===== config.mk =====
export PLATFORM = sky130hd
export DESIGN_NAME = softusb_txseq_flat
export DESIGN_NICKNAME = d
export VERILOG_FILES = /design/src/rtl/softusb_txseq_if.sv /design/src/rtl/softusb_txseq.sv /design/src/flat_wrapper.sv
export SDC_FILE = /design/constraint.sdc
export NUM_CORES = 1
export LEC_CHECK = 0
export CAP_MARGIN = 0
export CORE_ASPECT_RATIO = 0.9
export CORE_UTILIZATION = 51
export CTS_CLUSTER_DIAMETER = 60
export DETAILED_ROUTE_END_ITERATION = 12
export HOLD_SLACK_MARGIN = 0.05
export PLACE_DENSITY = 0.79
export SYNTH_ARGS = -nofsm -noshare
export SYNTH_HDL_FRONTEND = slang
export SYNTH_SLANG_ARGS = --single-unit

===== constraint.sdc =====
create_clock -name usb_clk -period 2.65 [get_ports usb_clk]
set_input_delay 0.3975 -clock usb_clk [delete_from_list [all_inputs] [get_ports usb_clk]]
set_output_delay 0.3975 -clock usb_clk [all_outputs]
set_load 0.05 [all_outputs]

===== src/rtl/softusb_txseq_if.sv =====
// Handshake bundle between a packet controller and softusb_txseq: request side,
// packet buffer read port and the byte stream towards softusb_tx.
interface softusb_txseq_if #(
    parameter int AW = 6
);
    logic          start;
    logic [3:0]    pid;
    logic [AW:0]   len;
    logic          crc_en;
    logic          keepalive;
    logic          abort;
    logic [AW-1:0] rd_addr;
    logic [7:0]    rd_data;
    logic [7:0]    tx_data;
    logic          tx_valid;
    logic          tx_ready;
    logic          txoe;
    logic          generate_eop;
    logic          busy;
    logic          done;
    logic          aborted;

    modport master (
        output start, pid, len, crc_en, keepalive, abort, rd_data, tx_ready, txoe,
        input  rd_addr, tx_data, tx_valid, generate_eop, busy, done, aborted
    );

    modport slave (
        input  start, pid, len, crc_en, keepalive, abort, rd_data, tx_ready, txoe,
        output rd_addr, tx_data, tx_valid, generate_eop, busy, done, aborted
    );
endinterface


===== src/rtl/softusb_txseq.sv =====
// Packet transmit sequencer feeding softusb_tx: SYNC, PID, buffered payload and optional
// CRC16, then lets softusb_tx close with EOP; also issues stand-alone keep-alive EOPs.
module softusb_txseq #(
    parameter int AW = 6
) (
    input  logic           usb_clk,
    input  logic           usb_rst,
    softusb_txseq_if.slave bus
);
    typedef enum logic [2:0] {
        S_IDLE, S_SYNC, S_PID, S_DATA, S_CRCL, S_CRCH, S_DRAIN, S_KEEP
    } state_t;

    localparam logic [AW:0]   LEN_ONE  = 1;
    localparam logic [AW-1:0] ADDR_ONE = 1;

    state_t        state_q, state_d;
    logic [3:0]    pid_q, pid_d;
    logic [AW:0]   len_q, len_d;
    logic [AW:0]   cnt_q, cnt_d;
    logic          crc_en_q, crc_en_d;
    logic [AW-1:0] rd_addr_q, rd_addr_d;
    logic [15:0]   crc_q, crc_d;
    logic [7:0]    tx_data_q, tx_data_d;
    logic          tx_valid_q, tx_valid_d;
    logic          generate_eop_q, generate_eop_d;
    logic          busy_q, busy_d;
    logic          done_q, done_d;
    logic          aborted_q, aborted_d;
    logic          ka_pend_q, ka_pend_d;
    logic          abort_pend_q, abort_pend_d;
    logic          txoe_seen_q, txoe_seen_d;

    logic          accept;
    logic          in_packet;
    logic [15:0]   crc_next;

    function automatic logic [15:0] crc16_byte(input logic [15:0] c, input logic [7:0] d);
        logic [15:0] r;
        r = c;
        for (int i = 0; i < 8; i++) begin
            r = (r[0] ^ d[i]) ? ((r >> 1) ^ 16'hA001) : (r >> 1);
        end
        return r;
    endfunction

    assign accept    = tx_valid_q & bus.tx_ready;
    assign in_packet = state_q inside {S_SYNC, S_PID, S_DATA, S_CRCL, S_CRCH};
    assign crc_next  = crc16_byte(crc_q, tx_data_q);

    always_comb begin
        state_d        = state_q;
        pid_d          = pid_q;
        len_d          = len_q;
        cnt_d          = cnt_q;
        crc_en_d       = crc_en_q;
        rd_addr_d      = rd_addr_q;
        crc_d          = crc_q;
        tx_data_d      = tx_data_q;
        tx_valid_d     = tx_valid_q;
        generate_eop_d = 1'b0;
        busy_d         = busy_q;
        done_d         = 1'b0;
        aborted_d      = 1'b0;
        ka_pend_d      = ka_pend_q | bus.keepalive;
        abort_pend_d   = abort_pend_q;
        txoe_seen_d    = txoe_seen_q;

        if (in_packet) begin
            abort_pend_d = abort_pend_q | bus.abort;
        end

        unique case (state_q)
            S_IDLE: begin
                if (bus.start) begin
                    pid_d        = bus.pid;
                    len_d        = bus.len;
                    crc_en_d     = bus.crc_en;
                    rd_addr_d    = '0;
                    cnt_d        = '0;
                    crc_d        = 16'hFFFF;
                    abort_pend_d = 1'b0;
                    tx_data_d    = 8'h80;
                    tx_valid_d   = 1'b1;
                    busy_d       = 1'b1;
                    state_d      = S_SYNC;
                end else if (ka_pend_q && !bus.txoe) begin
                    generate_eop_d = 1'b1;
                    ka_pend_d      = bus.keepalive;
                    txoe_seen_d    = 1'b0;
                    state_d        = S_KEEP;
                end
            end
            S_KEEP: begin
                if (bus.txoe) begin
                    txoe_seen_d = 1'b1;
                end else if (txoe_seen_q) begin
                    state_d = S_IDLE;
                end
            end
            S_DRAIN: begin
                if (!bus.txoe) begin
                    done_d       = 1'b1;
                    aborted_d    = abort_pend_q;
                    abort_pend_d = 1'b0;
                    busy_d       = 1'b0;
                    state_d      = S_IDLE;
                end
            end
            default: begin
                if (accept) begin
                    if (abort_pend_q || bus.abort) begin
                        tx_valid_d = 1'b0;
                        state_d    = S_DRAIN;
                    end else begin
                        case (state_q)
                            S_SYNC: begin
                                tx_data_d = {~pid_q, pid_q};
                                state_d   = S_PID;
                            end
                            S_PID: begin
                                if (len_q != '0) begin
                                    // rd_addr runs one byte ahead so rd_data is settled before the next accept
                                    tx_data_d = bus.rd_data;
                                    rd_addr_d = rd_addr_q + ADDR_ONE;
                                    cnt_d     = '0;
                                    state_d   = S_DATA;
                                end else if (crc_en_q) begin
                                    tx_data_d = ~crc_q[7:0];
                                    state_d   = S_CRCL;
                                end else begin
                                    tx_valid_d = 1'b0;
                                    state_d    = S_DRAIN;
                                end
                            end
                            S_DATA: begin
                                crc_d = crc_next;
                                if (cnt_q == len_q - LEN_ONE) begin
                                    if (crc_en_q) begin
                                        tx_data_d = ~crc_next[7:0];
                                        state_d   = S_CRCL;
                                    end else begin
                                        tx_valid_d = 1'b0;
                                        state_d    = S_DRAIN;
                                    end
                                end else begin
                                    tx_data_d = bus.rd_data;
                                    rd_addr_d = rd_addr_q + ADDR_ONE;
                                    cnt_d     = cnt_q + LEN_ONE;
                                end
                            end
                            S_CRCL: begin
                                tx_data_d = ~crc_q[15:8];
                                state_d   = S_CRCH;
                            end
                            default: begin
                                tx_valid_d = 1'b0;
                                state_d    = S_DRAIN;
                            end
                        endcase
                    end
                end
            end
        endcase
    end

    always_ff @(posedge usb_clk or posedge usb_rst) begin
        if (usb_rst) begin
            state_q        <= S_IDLE;
            pid_q          <= '0;
            len_q          <= '0;
            cnt_q          <= '0;
            crc_en_q       <= 1'b0;
            rd_addr_q      <= '0;
            crc_q          <= 16'hFFFF;
            tx_data_q      <= '0;
            tx_valid_q     <= 1'b0;
            generate_eop_q <= 1'b0;
            busy_q         <= 1'b0;
            done_q         <= 1'b0;
            aborted_q      <= 1'b0;
            ka_pend_q      <= 1'b0;
            abort_pend_q   <= 1'b0;
            txoe_seen_q    <= 1'b0;
        end else begin
            state_q        <= state_d;
            pid_q          <= pid_d;
            len_q          <= len_d;
            cnt_q          <= cnt_d;
            crc_en_q       <= crc_en_d;
            rd_addr_q      <= rd_addr_d;
            crc_q          <= crc_d;
            tx_data_q      <= tx_data_d;
            tx_valid_q     <= tx_valid_d;
            generate_eop_q <= generate_eop_d;
            busy_q         <= busy_d;
            done_q         <= done_d;
            aborted_q      <= aborted_d;
            ka_pend_q      <= ka_pend_d;
            abort_pend_q   <= abort_pend_d;
            txoe_seen_q    <= txoe_seen_d;
        end
    end

    assign bus.rd_addr      = rd_addr_q;
    assign bus.tx_data      = tx_data_q;
    assign bus.tx_valid     = tx_valid_q;
    assign bus.generate_eop = generate_eop_q;
    assign bus.busy         = busy_q;
    assign bus.done         = done_q;
    assign bus.aborted      = aborted_q;
endmodule


===== src/flat_wrapper.sv =====
// flat-port wrapper written by rule: the top's interface ports become plain ports
module softusb_txseq_flat 
#(
    parameter int AW = 6
)
  (usb_clk, usb_rst, bus_start, bus_pid, bus_len, bus_crc_en, bus_keepalive, bus_abort, bus_rd_data, bus_tx_ready, bus_txoe, bus_rd_addr, bus_tx_data, bus_tx_valid, bus_generate_eop, bus_busy, bus_done, bus_aborted);
  softusb_txseq_if #(.AW(AW)) bus_i ();
  input  logic usb_clk;
  input  logic usb_rst;
  input wire logic [$bits(bus_i.start)-1:0] bus_start;
  input wire logic [$bits(bus_i.pid)-1:0] bus_pid;
  input wire logic [$bits(bus_i.len)-1:0] bus_len;
  input wire logic [$bits(bus_i.crc_en)-1:0] bus_crc_en;
  input wire logic [$bits(bus_i.keepalive)-1:0] bus_keepalive;
  input wire logic [$bits(bus_i.abort)-1:0] bus_abort;
  input wire logic [$bits(bus_i.rd_data)-1:0] bus_rd_data;
  input wire logic [$bits(bus_i.tx_ready)-1:0] bus_tx_ready;
  input wire logic [$bits(bus_i.txoe)-1:0] bus_txoe;
  output wire logic [$bits(bus_i.rd_addr)-1:0] bus_rd_addr;
  output wire logic [$bits(bus_i.tx_data)-1:0] bus_tx_data;
  output wire logic [$bits(bus_i.tx_valid)-1:0] bus_tx_valid;
  output wire logic [$bits(bus_i.generate_eop)-1:0] bus_generate_eop;
  output wire logic [$bits(bus_i.busy)-1:0] bus_busy;
  output wire logic [$bits(bus_i.done)-1:0] bus_done;
  output wire logic [$bits(bus_i.aborted)-1:0] bus_aborted;
  assign bus_i.start = bus_start;
  assign bus_i.pid = bus_pid;
  assign bus_i.len = bus_len;
  assign bus_i.crc_en = bus_crc_en;
  assign bus_i.keepalive = bus_keepalive;
  assign bus_i.abort = bus_abort;
  assign bus_i.rd_data = bus_rd_data;
  assign bus_i.tx_ready = bus_tx_ready;
  assign bus_i.txoe = bus_txoe;
  assign bus_rd_addr = bus_i.rd_addr;
  assign bus_tx_data = bus_i.tx_data;
  assign bus_tx_valid = bus_i.tx_valid;
  assign bus_generate_eop = bus_i.generate_eop;
  assign bus_busy = bus_i.busy;
  assign bus_done = bus_i.done;
  assign bus_aborted = bus_i.aborted;
  softusb_txseq #(.AW(AW)) u_core (.usb_clk(usb_clk), .usb_rst(usb_rst), .bus(bus_i));
endmodule

==> flow_metrics.env, run 1 <==
export IMPL_drtAntennaViolNets=0
export IMPL_seq_area_frac_synth_pct=39.7
export IMPL_cts_max_level=3
export IMPL_grt_setup_unrepaired="yes"
export IMPL_cts_max_path_buffers=2
export IMPL_antenna_found_initial=0
export IMPL_holdWs_ns=0.440
export IMPL_p_leak_nw=1.94
export IMPL_syn_area_mm2=0.00383
export IMPL_crit_fanout=19
export IMPL_cts_made_buffers=9
export IMPL_gp_routability_congestion=0.927
export IMPL_start_util_pct=53.6
export IMPL_setup_viol=0
export IMPL_antennaDiodeCount=0
export IMPL_post_dp_cell_area_mm2=0.00456
export IMPL_vias=3760
export IMPL_layout_drive_gt1_share_pct=17.9
export IMPL_vdd_drop_max_mv=0.656
export IMPL_fillers=567
export IMPL_rrSetupSlack_ns=0.11
export IMPL_wl_met1_mm=4.91
export IMPL_dr_max_layer_used="met4"
export IMPL_synth_seq_cells=60
export IMPL_reg2reg_depth=7
export IMPL_multiInputGateArea_mm2=0.00218
export IMPL_dieArea_mm2=0.00787
export IMPL_grt_ovfl_total=0
export IMPL_avgRoutedWirePerCell_um=18.3
export IMPL_nets=538
export IMPL_syn_nets=471
export IMPL_synth_cell_types=63
export IMPL_critical_path_required_ns=2.92
export IMPL_clkLatencyLatePin_ns=0.35
export IMPL_routed_wirelength_mm=11.1
export IMPL_gr_usage_all_layers_pct=30.1
export IMPL_core_mm2=0.00715
export IMPL_reg2reg_from="u_core.len_q[2]"
export IMPL_endpoint_kind="flop"
export IMPL_synth_edf_count=0
export IMPL_synthFlopType="dfrtp_1"
export IMPL_worstSetupPathType="reg -> reg"
export IMPL_syn2layout_area_growth_pct=25.2
export IMPL_cts_tree="yes"
export IMPL_period_share_pct=95.9
export IMPL_place_hpwl_mm=8.06
export IMPL_hp_class="in -> async"
export IMPL_grt_max_degree=34
export IMPL_grt_pass1_vias=3713
export IMPL_hold_violations=0
export IMPL_layout_commonest_cell="nand2_1"
export IMPL_drv_slew=0
export IMPL_cts_reportedPaths_clkPinSlew_ns=0.07
export IMPL_register_area_mm2=0.00152
export IMPL_start_kind="flop"
export IMPL_pin_count=46
export IMPL_status="finished clean"
export IMPL_fmax_mhz=394
export IMPL_die_w_um=93.4
export IMPL_cts_hold_buf=0
export IMPL_max_slew_margin_pct=58.9
export IMPL_syn_area_per_cell_um2=8.69
export IMPL_wl_met3_um=952
export IMPL_most_common_layout_cells="52 x nand2_1, 45 x clkdlybuf4s50_1, 44 x dfrtp_1, 36 x a21oi_1, 34 x buf_4"
export IMPL_post_drt_via_cell_ratio=6.20
export IMPL_dr_wl_met2_mm=5.01
export IMPL_tightestPinTransition_ns=0.616
export IMPL_syn_inst=441
export IMPL_first_pass_iters=5
export IMPL_drc=0
export IMPL_pwr_density_cell_mw_per_mm2=1330
export IMPL_grt_pass1_wl_mm=18.3
export IMPL_async_flop_share_pct=100
export IMPL_numPortBuffers=45
export IMPL_drv_cap=0
export IMPL_cts_root_buf="clkbuf_8"
export IMPL_clock_sinks=60
export IMPL_drtIter0Drc=401
export IMPL_arrival_ns=2.81
export IMPL_rr_endpoint="u_core.bus.rd_addr[5]"
export IMPL_placementRows=29
export IMPL_min_period_ns=2.54
export IMPL_die_h_um=84.2
export IMPL_final_cell_area_mm2=0.00480
export IMPL_fin_skew_ns=0.00692
export IMPL_yosysWarnings=0
## critical path, cell delays in order (launching register included)
cell and delay (ns):
dfrtp_1 0.48, or4_4 0.52, or3_4 0.36, nand4_4 0.13
nor4_2 0.07, buf_4 0.20, or4_1 0.52, a21oi_1 0.16
## sequential cells by signal, indices dropped and copies added, names as in the netlist
name	cells
u_core.bus.busy	1
u_core.bus.done	1
u_core.cnt_q	7
u_core.txoe_seen_q	1
u_core.abort_pend_q	1
u_core.pid_q	4
u_core.bus.rd_addr	6
u_core.crc_q	16
u_core.state_q	3
u_core.len_q	7
u_core.bus.generate_eop	1
u_core.bus.tx_valid	1
u_core.crc_en_q	1
u_core.ka_pend_q	1
u_core.bus.tx_data	8
u_core.bus.aborted	1
## per-layer routing
metal / track usage, % / up-vias
li1: - / 1752
met5: 0 / -
met4: 11.6 / 0
met2: 46.1 / 197
met1: 41.8 / 1783
met3: 6.70 / 28
## through the flow
step / power [mW] / worst slack (ns) / instances / setup TNS, ns / util, %
global placement: 5.28 / 0.116 / 588 / 0 / 63.7
global route: 6.75 / -0.0309 / 606 / -0.0422 / 67.1
detailed placement: 5.34 / -0.00969 / 588 / -0.0266 / 63.7
CTS: 6.23 / 0.0552 / 604 / 0 / 66.7
floorplan: 4.17 / 0.176 / 441 / 0 / -
finish: 6.37 / 0.109 / 606 / 0 / 67.1
## synthesized netlist by cell type (3+ instances only)
cell type	instances	area share, %
nor3_1	13	1.7
nand3_1	12	1.6
buf_2	4	0.52
or2_2	6	0.98
a21oi_1	36	4.7
o31ai_1	11	2.2
o31a_1	4	0.91
xor2_1	14	3.2
a221oi_1	5	1.1
nand4_1	4	0.65
clkbuf_1	18	1.8
nor2_1	31	3.0
a21o_1	9	1.8
o21ai_0	26	3.4
nand2b_1	3	0.49
a211oi_1	4	0.78
dfstp_2	16	11
nor2b_1	3	0.49
and2_1	4	0.65
and4_1	3	0.69
a22oi_1	5	0.98
o22a_1	7	1.6
ha_1	3	0.98
xnor2_1	17	3.9
or4_1	8	1.6
nor4_1	8	1.3
inv_1	13	1.3
nand2_1	52	5.1
a31oi_1	7	1.1
dfrtp_1	44	29
o22ai_1	4	0.65
o2bb2ai_1	4	0.91
## cell families (layout without fill, tap and decap cells)
| family | Yosys count | after routing | share of synthesized area [%] |
|---|---|---|---|
| AND/OR/NAND/NOR | 162 | 162 | 22.1 |
| AO/OA/AOI/OAI | 143 | 143 | 24.5 |
| flip-flops | 60 | 60 | 39.7 |
| buffers and inverters | 38 | 110 | 4.05 |
| XOR/XNOR | 33 | 33 | 8.10 |
| adder cells (fa/ha/maj) | 3 | 3 | 0.980 |
| multiplexers | 2 | 2 | 0.588 |
## worst max-delay path by stage
| stage | start | slack, ns | depth (start not counted) | endpoint |
|---|---|---|---|---|
| floorplan | u_core.len_q[0] | 0.18 | 9 | u_core.bus.rd_addr[3] |
| global placement | u_core.len_q[0] | 0.12 | 8 | u_core.bus.tx_data[6] |
| detailed placement | u_core.len_q[0] | -0.01 | 9 | u_core.bus.rd_addr[5] |
| CTS | u_core.len_q[0] | 0.06 | 9 | u_core.bus.rd_addr[5] |
| global route | u_core.len_q[0] | -0.03 | 9 | u_core.bus.tx_data[2] |
| finish | u_core.len_q[2] | 0.11 | 7 | u_core.bus.rd_addr[5] |
## report_power, final
part           internal (mW)  switching [mW]
clock                  0.483           0.382
sequential              1.25           0.439
combinational           1.56            2.26
total                   3.29            3.08
## cell type report
class | count | share of cell area [%]
multi-input combinational | 343 | 45.4
sequential | 60 | 31.7
timing repair buffer | 80 | 15.1
clock buffer | 12 | 3.23
tap | 93 | 2.42
inverter | 14 | 1.09
clock inverter | 4 | 0.991
## what timing repair did
action                     CTS  global route
pin swaps                    1             1
buffers inserted             0             2
resized for setup            2             5
setup endpoints to repair    9            17
cloned                       0             0
Power figures use the tool's default switching activity.
==> inputs of run 2 (changes only) <==
Settings changed: CELL_PAD_IN_SITES_DETAIL_PLACEMENT set to 0, CELL_PAD_IN_SITES_GLOBAL_PLACEMENT set to 1, CORE_UTILIZATION 51 to 39.
==> run 2 against run 1 <==
Clock power decreased by 20%. Critical path type unchanged. Critical endpoint is now u_core.bus.tx_data[0]. Largest power group unchanged. Die area increased by 30%. Non-clock buffer count is 1 higher. Setup slack worse by 0.015 ns.
==> flow_metrics.env, run 2 (synthesis results as in run 1) <==
export IMPL_status="finished clean"
export IMPL_cp_buffers_inverters=2
export IMPL_drtAntennaViolNets=0
export IMPL_routed_wirelength_mm=11.2
export IMPL_drv_slew=0
export IMPL_post_dp_cell_area_mm2=0.00462
export IMPL_cts_reportedPaths_clkPinSlew_ns=0.07
export IMPL_switchingPower_mw=3.06
export IMPL_min_period_ns=2.56
export IMPL_setup_viol=0
export IMPL_clock_sinks=60
export IMPL_layout_commonest_cell="nand2_1"
export IMPL_place_hpwl_mm=8.25
export IMPL_start_util_pct=41.1
export IMPL_cpMostUsedCell="nand2_1"
export IMPL_die_w_um=106
export IMPL_grt_ovfl_total=0
export IMPL_syn2layout_area_growth_pct=25.3
export IMPL_cts_tree="yes"
export IMPL_dr_max_layer_used="met4"
export IMPL_cts_made_buffers=9
export IMPL_max_slew_margin_pct=62.6
export IMPL_cts_max_level=3
export IMPL_drc=0
export IMPL_pin_count=46
export IMPL_placementRows=33
export IMPL_hold_violations=0
export IMPL_gr_usage_all_layers_pct=23.1
export IMPL_post_drt_via_cell_ratio=5.79
export IMPL_fmax_mhz=391
export IMPL_hp_class="in -> async"
export IMPL_cp_cell_sequence="inv_1, ha_1, or3b_2, nor4_1, buf_4, nand2_1, o21a_1, nand2_1, o311ai_1"
export IMPL_nets=539
export IMPL_grt_pass1_wl_mm=18.0
export IMPL_avgRoutedWirePerCell_um=17.6
export IMPL_fin_skew_ns=0.00658
export IMPL_dieArea_mm2=0.0102
export IMPL_gp_routability_congestion=0.887
export IMPL_layout_drive_gt1_share_pct=17.9
export IMPL_worstSetupPathType="reg -> reg"
export IMPL_fin_cells=635
export IMPL_dr_wl_met2_mm=4.93
export IMPL_critical_path_required_ns=2.85
export IMPL_final_cell_area_mm2=0.00480
export IMPL_most_common_layout_cells="52 x nand2_1, 45 x clkdlybuf4s50_1, 44 x dfrtp_1, 36 x a21oi_1, 35 x buf_4"
export IMPL_dp_cells=620
export IMPL_vdd_drop_max_mv=0.471
export IMPL_wl_met1_mm=5.31
export IMPL_vias=3675
export IMPL_p_comb_share_pct=61.8
export IMPL_startpoint="u_core.len_q[0]"
export IMPL_cts_max_path_buffers=2
export IMPL_core_mm2=0.00933
export IMPL_start_kind="flop"
export IMPL_drtIter0Drc=303
export IMPL_pwr_share_clk_pct=11.2
export IMPL_fillers=923
export IMPL_numPortBuffers=45
export IMPL_die_h_um=96.0
export IMPL_crit_fanout=7
export IMPL_cts_root_buf="clkbuf_8"
export IMPL_endpoint_kind="flop"
export IMPL_critPathSlowestCell="or3b_2"
export IMPL_period_share_pct=96.4
export IMPL_grt_max_degree=40
export IMPL_finish_utilization_pct=51.5
export IMPL_max_stage_delay_ns=0.52
export IMPL_tightestPinTransition_ns=0.561
export IMPL_drv_cap=0
export IMPL_clkLatencyLatePin_ns=0.33
export IMPL_power_frac_seq_pct=27.0
export IMPL_reg2reg_from="u_core.len_q[0]"
export IMPL_first_pass_iters=7
export IMPL_pwr_density_cell_mw_per_mm2=1290
export IMPL_arrival_ns=2.76
export IMPL_p_leak_nw=1.93
export IMPL_grt_pass1_vias=3377
export IMPL_post_cts_setup_buffers=0
export IMPL_switching_share_pct=49.4
export IMPL_regMostFlops="u_core.crc_q"
export IMPL_wl_met3_um=794
export IMPL_antennaDiodeCount=0
export IMPL_p_int_mw=3.13
export IMPL_largest_register_ffs=16
export IMPL_grt_setup_unrepaired="yes"
export IMPL_cp_top_family="simple AND/OR/NAND/NOR gates"
export IMPL_power_mw=6.19
export IMPL_antenna_found_initial=0
export IMPL_cts_hold_buf=0
-- run 2: power by group through the flow --
stage	combinational, mW	sequential (mW)	clock (mW)
global route	4.15	1.73	0.750
floorplan	2.32	1.85	0
global placement	3.71	1.67	0
finish	3.83	1.67	0.696
detailed placement	3.73	1.68	0
CTS	3.76	1.66	0.716
-- run 2: cell type report --
cell class | instances | area, um^2 | share of cell area [%]
tap | 122 | 153 | 3.18
timing repair buffer | 81 | 733 | 15.3
multi-input combinational | 343 | 2180 | 45.5
clock inverter | 5 | 30.0 | 0.625
sequential | 60 | 1520 | 31.7
clock buffer | 10 | 128 | 2.66
inverter | 14 | 52.6 | 1.09
-- run 2: path summary, 6_finish.rpt --
| check | end | slack (ns) | depth (start not counted) |
|---|---|---|---|
| max | u_core.bus.tx_data[0] | 0.09 | 9 |
| min | u_core.state_q[2] | 0.41 | 2 |
| max reg2reg | u_core.bus.tx_data[0] | 0.09 | 9 |
| min reg2reg | u_core.crc_q[2] | 0.51 | 2 |
| max in group asynchronous | u_core.crc_q[7] | 1.59 | 3 |
| min in group usb_clk | u_core.crc_q[2] | 0.51 | 2 |
-- run 2: layer usage --
layer | global-route usage, % | vias up
met2 | 34.1 | 132
met3 | 5.42 | 13
met4 | 7.31 | 0
met1 | 33.2 | 1769
li1 | - | 1761
met5 | 0 | -
-- run 2: through the flow --
| stage | setup TNS [ns] | worst slack [ns] | hold slack, ns |
|---|---|---|---|
| 2_1_floorplan | 0 | 0.176 | 0.466 |
| 3_3_place_gp | 0 | 0.136 | 0.496 |
| 3_5_place_dp | 0 | 0.0293 | 0.498 |
| 4_1_cts | 0 | 0.0128 | 0.425 |
| 5_1_grt | -0.00971 | -0.00971 | 0.459 |
| 6_report | 0 | 0.0946 | 0.414 |
-- run 2: repair_timing --
| item | 4_1_cts | 5_1_grt |
|---|---|---|
| hold endpoints to repair | 0 | 0 |
| setup endpoints to repair | 0 | 16 |
| gates resized for setup | 0 | 6 |
==> inputs of run 3 (changes only) <==
Settings changed: CORE_MARGIN set to 5.
==> run 3 against run 2 <==
Critical path depth down 2. Routed wire length up 5.3%. Largest power group unchanged. Sequential share of layout area down 0.38 points. Cell count up 0.47%. Die area up 16%. Flip-flop and latch count unchanged. Sequential power down 2%. Clock skew up 0.0018 ns. Critical endpoint is now u_core.bus.tx_data[6].
==> flow_metrics.env, run 3 (synthesis results as in run 1) <==
export IMPL_final_cell_area_mm2=0.00486
export IMPL_worstSetupPathType="reg -> reg"
export IMPL_cts_tree="yes"
export IMPL_antenna_found_initial=0
export IMPL_numPortBuffers=45
export IMPL_pin_count=46
export IMPL_vias=3711
export IMPL_pwr_density_cell_mw_per_mm2=1290
export IMPL_post_cts_setup_buffers=0
export IMPL_cts_made_buffers=9
export IMPL_hold_violations=0
export IMPL_min_period_ns=2.54
export IMPL_grt_pass1_wl_mm=19.5
export IMPL_pre_cts_slack_ns=-0.0942
export IMPL_setup_viol=0
export IMPL_largest_register_ffs=16
export IMPL_power_mw=6.25
export IMPL_multiInputGateArea_mm2=0.00220
export IMPL_regMostFlops="u_core.crc_q"
export IMPL_clock_sinks=60
export IMPL_most_common_layout_cells="52 x nand2_1, 45 x clkdlybuf4s50_1, 44 x dfrtp_1, 36 x a21oi_1"
export IMPL_status="finished clean"
export IMPL_core_mm2=0.00966
export IMPL_setup_ws_ns=0.110
export IMPL_fin_cells=638
export IMPL_placementRows=34
export IMPL_tightestPinTransition_ns=0.798
export IMPL_nets=537
export IMPL_layout_commonest_cell="nand2_1"
export IMPL_arrival_ns=2.76
export IMPL_drv_cap=0
export IMPL_gr_usage_all_layers_pct=20.4
export IMPL_grt_pass1_vias=3676
export IMPL_hp_class="in -> async"
export IMPL_period_share_pct=95.9
export IMPL_grt_max_degree=32
export IMPL_cts_reportedPaths_clkPinSlew_ns=0.07
export IMPL_gp_routability_congestion=0.965
export IMPL_routed_wirelength_mm=11.8
export IMPL_fillers=927
export IMPL_fmax_mhz=394
export IMPL_antennaDiodeCount=0
export IMPL_dieArea_mm2=0.0119
export IMPL_fin_skew_ns=0.00842
export IMPL_vdd_drop_max_mv=0.587
export IMPL_die_w_um=114
export IMPL_cts_root_buf="clkbuf_8"
export IMPL_drc=0
export IMPL_die_h_um=104
export IMPL_first_pass_iters=5
export IMPL_grt_ovfl_total=0
export IMPL_layout_drive_gt1_share_pct=17.8
export IMPL_start_kind="flop"
export IMPL_clkLatencyLatePin_ns=0.34
export IMPL_dp_cells=622
export IMPL_drtIter0Drc=220
export IMPL_register_area_mm2=0.00152
export IMPL_critical_path_required_ns=2.87
export IMPL_start_util_pct=39.7
export IMPL_p_leak_nw=1.95
export IMPL_drv_slew=0
export IMPL_max_slew_margin_pct=46.7
export IMPL_grt_setup_unrepaired="no"
export IMPL_cts_max_level=3
export IMPL_crit_fanout=7
export IMPL_place_hpwl_mm=8.63
export IMPL_post_dp_cell_area_mm2=0.00463
export IMPL_cts_max_path_buffers=2
export IMPL_drtAntennaViolNets=0
export IMPL_post_drt_via_cell_ratio=5.82
export IMPL_syn2layout_area_growth_pct=26.8
export IMPL_avgRoutedWirePerCell_um=18.4
export IMPL_endpoint_kind="flop"
run 3: cell count changes in the layout (fill, tap and decap cells not counted), sizes merged:
cell      previous run  this run
buf                 36        34
clkbuf              10        14
clkinvlp             2         0
clkinv               4         3
run 3: worst paths after layout:
path,start,endpoint,slack (ns),cells past startpoint
worst max-delay path,u_core.len_q[0],u_core.bus.tx_data[6],0.11,7
worst min-delay path,usb_rst,u_core.bus.tx_data[5],0.47,2
worst max register to register,u_core.len_q[0],u_core.bus.tx_data[6],0.11,7
worst min register to register,u_core.crc_q[9],u_core.crc_q[1],0.51,2
max in group asynchronous,usb_rst,u_core.crc_q[10],1.50,3
min in group usb_clk,u_core.crc_q[9],u_core.crc_q[1],0.51,2
run 3: cell type report:
type                            count  share of cell area [%]
Multi-Input combinational cell    343                    45.3
Sequential cell                    60                    31.3
Timing Repair Buffer               79                    15.3
Clock buffer                       14                    3.55
Tap cell                          126                    3.24
Inverter                           14                    1.08
Clock inverter                      2                   0.206
run 3: routing by layer:
layer	wire [um]	vias up	global-route usage, %
li1	-	1754	-
met1	5390	1768	29.2
met2	5140	160	29.9
met3	948	29	5.53
met4	284	0	6.36
met5	0	-	0
run 3: through the flow:
stage                     TNS (ns)  hold WS (ns)  utilization (%)
after floorplan                  0         0.466                -
after global placement           0         0.486             48.0
after detailed placement   -0.0942         0.500             48.0
after CTS                        0         0.484             49.8
after global routing             0         0.542             50.3
final                            0         0.473             50.3
run 3: what timing repair did:
item | in CTS | in global routing
hold buffers | 0 | 0
pin swaps | 0 | 1
gates resized for setup | 1 | 8
setup endpoints to repair | 1 | 20
cloned | 0 | 0
run 3: power breakdown:
part	total (mW)	internal, mW	switching [mW]	leakage (nW)
Combinational	3.85	1.55	2.30	1.13
Sequential	1.63	1.25	0.383	0.724
Clock	0.771	0.414	0.357	0.0965
run 3: critical path, stage by stage (launching register included):
cell and delay (ns):
dfrtp_1 0.38, buf_4 0.14, or4_4 0.54, or3_4 0.36, and4_1 0.26, and4_2 0.26
nor2_2 0.14, mux2_2 0.34
